File: src/rtl/wave_capture_pkg.sv
// Shared state encodings and output-format constants for the waveform capture controller.
package wave_capture_pkg;

  typedef enum logic [1:0] {
    STATE_ARMED  = 2'd0,
    STATE_ACTIVE = 2'd1,
    STATE_WAIT   = 2'd2
  } state_t;

  // Width of the offset-binary sample written to the display RAM.
  localparam int OB_W = 8;

endpackage

File: src/rtl/wave_capture_trigger.sv
// Positive-going zero-crossing detector: remembers the sign of the last accepted
// sample and pulses crossing when a negative sample is followed by a non-negative one.
module wave_trigger
  import wave_capture_pkg::*;
#(
  parameter int SAMPLE_W = 16
) (
  input  logic                clk,
  input  logic                reset,
  input  logic                new_sample_ready,
  input  logic [SAMPLE_W-1:0] new_sample_in,
  output logic                crossing
);

  logic prev_neg_r;

  // Sign of the most recent strobed sample, tracked in every controller state.
  always_ff @(posedge clk or posedge reset) begin
    if (reset) begin
      prev_neg_r <= 1'b0;
    end else if (new_sample_ready) begin
      prev_neg_r <= new_sample_in[SAMPLE_W-1];
    end else begin
      prev_neg_r <= prev_neg_r;
    end
  end

  assign crossing = new_sample_ready & prev_neg_r & ~new_sample_in[SAMPLE_W-1];

endmodule

File: src/rtl/wave_capture.sv
// Capture controller: on a zero crossing writes 2^ADDR_LOG2 samples into the RAM half
// the display is not reading, then swaps halves on the next display-idle rising edge.
module wave_capture
  import wave_capture_pkg::*;
#(
  parameter int SAMPLE_W  = 16,
  parameter int ADDR_LOG2 = 8
) (
  input  logic                 clk,
  input  logic                 reset,
  input  logic                 new_sample_ready,
  input  logic [SAMPLE_W-1:0]  new_sample_in,
  input  logic                 wave_display_idle,
  output logic [ADDR_LOG2:0]   write_address,
  output logic                 write_enable,
  output logic [OB_W-1:0]      write_sample,
  output logic                 read_index
);

  localparam logic [ADDR_LOG2-1:0] COUNT_LAST = {ADDR_LOG2{1'b1}};

  state_t                 state_r, state_s;
  logic [ADDR_LOG2-1:0]   count_r, count_s;
  logic                   idle_prev_r;
  logic                   idle_rise_s;
  logic                   crossing_s;
  logic                   read_index_s;
  logic                   wr_en_s;
  logic [ADDR_LOG2:0]     wr_addr_s;
  logic [OB_W-1:0]        wr_data_s;
  logic [OB_W-1:0]        sample_ob_s;

  wave_trigger #(
    .SAMPLE_W(SAMPLE_W)
  ) u_trigger (
    .clk              (clk),
    .reset            (reset),
    .new_sample_ready (new_sample_ready),
    .new_sample_in    (new_sample_in),
    .crossing         (crossing_s)
  );

  assign idle_rise_s = wave_display_idle & ~idle_prev_r;
  assign sample_ob_s = {~new_sample_in[SAMPLE_W-1], new_sample_in[SAMPLE_W-2 -: OB_W-1]};

  // Next-state, capture counter and next values for the registered RAM/display outputs.
  always_comb begin
    state_s      = state_r;
    count_s      = count_r;
    read_index_s = read_index;
    wr_en_s      = 1'b0;
    wr_addr_s    = write_address;
    wr_data_s    = write_sample;
    case (state_r)
      STATE_ARMED: begin
        if (crossing_s) begin
          wr_en_s   = 1'b1;
          wr_addr_s = {~read_index, {ADDR_LOG2{1'b0}}};
          wr_data_s = sample_ob_s;
          count_s   = ADDR_LOG2'(1);
          state_s   = STATE_ACTIVE;
        end else begin
          count_s   = {ADDR_LOG2{1'b0}};
        end
      end
      STATE_ACTIVE: begin
        if (new_sample_ready) begin
          wr_en_s   = 1'b1;
          wr_addr_s = {~read_index, count_r};
          wr_data_s = sample_ob_s;
          count_s   = count_r + ADDR_LOG2'(1);
          if (count_r == COUNT_LAST) begin
            state_s = STATE_WAIT;
          end else begin
            state_s = STATE_ACTIVE;
          end
        end else begin
          state_s   = STATE_ACTIVE;
        end
      end
      STATE_WAIT: begin
        // A coincident strobe only feeds the trigger's sign history.
        if (idle_rise_s) begin
          read_index_s = ~read_index;
          state_s      = STATE_ARMED;
        end else begin
          state_s      = STATE_WAIT;
        end
      end
      default: begin
        state_s = STATE_ARMED;
        count_s = {ADDR_LOG2{1'b0}};
      end
    endcase
  end

  // State, counter, idle edge history and all registered outputs.
  always_ff @(posedge clk or posedge reset) begin
    if (reset) begin
      state_r       <= STATE_ARMED;
      count_r       <= {ADDR_LOG2{1'b0}};
      idle_prev_r   <= 1'b0;
      read_index    <= 1'b0;
      write_enable  <= 1'b0;
      write_address <= {(ADDR_LOG2+1){1'b0}};
      write_sample  <= {OB_W{1'b0}};
    end else begin
      state_r       <= state_s;
      count_r       <= count_s;
      idle_prev_r   <= wave_display_idle;
      read_index    <= read_index_s;
      write_enable  <= wr_en_s;
      write_address <= wr_addr_s;
      write_sample  <= wr_data_s;
    end
  end

endmodule

File: config.mk
export PLATFORM = sky130hd
export DESIGN_NAME = wave_capture
export DESIGN_NICKNAME = d
export VERILOG_FILES = /design/src/rtl/wave_capture_pkg.sv /design/src/rtl/wave_capture_trigger.sv /design/src/rtl/wave_capture.sv
export SDC_FILE = /design/constraint.sdc
export NUM_CORES = 1
export LEC_CHECK = 0
export CORE_MARGIN = 1.5
export CORE_UTILIZATION = 43
export DETAILED_ROUTE_END_ITERATION = 10
export GPL_ROUTABILITY_DRIVEN = 1
export PLACE_DENSITY = 0.75
export SYNTH_ARGS = -nofsm -noshare
export SYNTH_HDL_FRONTEND = slang
export SYNTH_HIERARCHICAL = 1
export SYNTH_SLANG_ARGS = --single-unit
File: constraint.sdc
create_clock -name clk -period 1.4 [get_ports clk]
set_input_delay 0.28 -clock clk [delete_from_list [all_inputs] [get_ports clk]]
set_output_delay 0.28 -clock clk [all_outputs]
set_load 0.03 [all_outputs]
==> metrics.txt, run 1 <==
max_slew headroom=between 70% and 80%; Clock Root Buffer=clkbuf_4; clk_skew=around 0.009 ns; Slowest Stage Delay on Critical Path=just under 0.4 ns; Core ar.=between 3000 and 4000 sq um; grt total ovfl=0; Worst EP required=1.62 ns; Synth Warn #=6; final antenna-violating net count=0; DRT Pass-1 Iters=4; largest net degree at the start of global routing=31; Sw Ratio=between 30% and 40%; R2R Setup Slk=-0.004 ns; hold slack=between 0.09 and 0.1 ns; DIE WIDTH=61.6 um; CP max FO=5; Worst Max-Slew Pin Slew=0.314 ns; sequential power share=~47%; H-Tree Depth=2; Crit-path slowest cell=dfrtp_1; Seq cells post-synth=31; GPL Wtd Cong=between 0.8 and 0.9; routed wire length=between 3000 and 4000 um; pwr dens=~1300 nW/um^2; Wirelength per Cell=14.2 um; n_diodes=0; vias in the first global route=roughly 1200; sw power=roughly 0.00096 W; static leakage=approximately 0.96 nW; clock sinks=31; Worst Path Buf+Inv=1; proportion of synthesized chip area in sequential cells=between 50% and 60%; worst path cell trace=and3b_2, mux2i_4, buf_12, nor2_8, mux2_4; CP arrival=1.62 ns; Clock Path Buffers=2; nets=202; unrepaired setup endpoints after global routing=yes; Clock power frac=a little under a fifth; # rows=21; Die Height=slightly above 60 um; number of cells on the critical path=5; Syn Area/Cell=around 12 sq um; fraction of layout cells with a size suffix above 1=between 30% and 40%; # placed instances=roughly 220; CTS tree=yes; global-route usage over all layers=roughly a fifth; initial DRC count=23; clock buffers created by TritonCTS=5; Slew Viols, Final=0; crit path kind=reg2reg; failing checks=negative setup slack; fin area=between 2000 and 2500 sq um; Via density=5.17; Critical path origin=u_trigger/prev_neg_r; clk_lat worst skew=roughly 0.33 ns; Syn Inst Count=124; crit path launch type=flip-flop; status=finished with violations; Internal=0.00170 W; area of placed instances=1950 sq um; Worst setup EP type=flip-flop; Reg2Reg Capture Point=write_sample[4]; initial core utilization=between 40% and 50%; Layout area overhead=37.9%; Vias=around 1200; DRC=0; Final WS setup=-0.00449 ns; Fillers=~280; dpl ws=-0.439 ns; Syn Nets=145; fin crit share=100%; Clk pin slew, worst setup/hold paths=around 0.090 ns; max-capacitance violation count=0; hpwl dp=2260 um; Peak VDD IR=0.832 mV; Final Non-Filler Cells=228; max frequency=between 700 and 800 MHz; Min Clock Period, post-route=about 1.4 ns; initial antenna violation count=0; unique cell type count in the Yosys netlist=37; hold buffer count at cts=0; worst min path class=in2async; launching point of the worst reg2reg path=u_trigger/prev_neg_r; CP delay by family, top=multiplexers; R2R cell count=5; # setup viols final=3; total power draw=between 0.002 and 0.003 W; Syn Std Cell Area=approximately 1500 sq um; die area=roughly 3800 sq um; Hold Fails Final Rpt=0; Ports=39; Comb pwr share=about a third; port bufs=30; Worst Setup EP=write_sample[4]; first-pass GRT wire length=between 5000 and 6000 um
[cell usage after synthesis (all sizes together)]
library cell | instances | share of area, %
clkbuf | 1 | 0.25
nand4 | 3 | 1.7
mux2 | 9 | 9.1
ha | 1 | 0.85
o22ai | 1 | 0.42
a221o | 1 | 0.68
nand2 | 15 | 3.8
dfrtp | 31 | 52
or4 | 3 | 1.5
buf | 6 | 3.9
o31ai | 7 | 3.6
a41oi | 1 | 0.59
a21boi | 1 | 0.51
nor2 | 2 | 1.6
nand2b | 2 | 1.4
o41ai | 1 | 0.59
a21oi | 1 | 0.34
inv | 4 | 1.0
xor2 | 2 | 1.2
and3b | 1 | 0.68
mux2i | 3 | 2.9
o21bai | 1 | 0.51
and2 | 1 | 0.42
xnor2 | 1 | 0.59
nor3 | 1 | 0.34
nand3 | 5 | 1.7
a41o | 1 | 0.68
o211ai | 3 | 1.5
nor2b | 2 | 0.85
o21ai | 13 | 4.4
[worst min path at each step]
stage	slack (ns)	from	endpoint
2_1_floorplan	0.009	reset	u_trigger/prev_neg_r
3_3_place_gp	0.45	reset	u_trigger/prev_neg_r
3_5_place_dp	0.45	reset	u_trigger/prev_neg_r
4_1_cts	0.08	reset	u_trigger/prev_neg_r
5_1_grt	0.09	reset	u_trigger/prev_neg_r
6_report	0.09	reset	u_trigger/prev_neg_r
[placed cells by master, fill, tap and decap left out, types with 2 or more instances in the layout]
master           netlist  final
dfrtp_1               31     29
buf_4                  1     22
nand2_1               15     15
o21ai_0               10     10
mux2_4                 9      9
clkdlybuf4s50_1        0      9
clkdlybuf4s15_1        0      9
clkbuf_2               0      8
o31ai_1                7      7
nand3_1                5      5
clkbuf_4               0      5
inv_1                  4      4
dlygate4sd2_1          0      4
o211ai_1               3      3
or4_1                  3      3
o21ai_1                3      3
nand4_1                2      2
xor2_1                 2      2
mux2i_1                2      2
clkbuf_1               1      2
buf_12                 0      2
dfrtp_2                0      2
[sequential cells by signal (all words and copies together) (netlist names)]
signal / flops
state_r: 2
read_index: 1
idle_prev_r: 1
write_address: 9
write_sample: 8
u_trigger/prev_neg_r: 1
write_enable: 1
count_r: 8
[power groups by stage]
| stage | logic (W) | clock network [W] | registers, W |
|---|---|---|---|
| after floorplan | 0.000328 | 0 | 0.00141 |
| after global placement | 0.000901 | 0 | 0.00123 |
| after detailed placement | 0.000922 | 0 | 0.00124 |
| after CTS | 0.000870 | 0.000513 | 0.00122 |
| after global routing | 0.00101 | 0.000557 | 0.00127 |
| final | 0.000927 | 0.000492 | 0.00124 |
[stage by stage]
step	util (%)	TNS [ns]
4_1_cts	61.0	0
3_5_place_dp	59.0	-9.47
6_report	61.6	-0.0110
3_3_place_gp	59.0	-7.74
2_1_floorplan	-	0
5_1_grt	61.6	-0.268
[cell families (layout without fill, tap and decap cells)]
family	count (synthesis)	count (layout)	synth area share (%)
multiplexers	12	12	12.0
flip-flops	31	31	52.5
XOR/XNOR	3	3	1.78
adder cells (fa/ha/maj)	1	1	0.846
buffers and inverters	11	68	5.16
AND/OR/NAND/NOR	35	36	14.0
AO/OA/AOI/OAI	31	31	13.8
[layer usage]
metal / share of wire (%) / global-route usage [%]
met1: 43 / 22.7
met2: 48 / 34.7
met4: 3.1 / 10.0
met5: 0 / 0
met3: 5.5 / 6.30
[cell type report]
type                       instances  area, sq um  share of cell area [%]
clock buffer                       7         45.0                    2.21
clock inverter                     1         5.00                   0.245
inverter                           4         15.0                   0.736
multi-input combinational         83          652                    32.0
sequential                        31          778                    38.2
tap                               46         57.6                    2.82
timing repair buffer              56          487                    23.9
[what timing repair did]
action / CTS / global route
gates cloned: 1 / 0
buffers inserted: 2 / 2
endpoints found under the setup margin: 38 / 38
pin swaps: 1 / 5
gates resized for setup: 23 / 32
Note: power is estimated with default switching activity, not from simulation.
==> inputs of run 2 (changes only) <==
- GPL_ROUTABILITY_DRIVEN: 1 -> not set
==> results of run 2 <==
No change in the layout: final DEF, timing and power equal those of run 1.
==> inputs of run 3 (changes only) <==
- CTS_CLUSTER_SIZE: not set -> 16
==> results of run 3 <==
No change in the layout: final DEF, timing and power equal those of run 1.
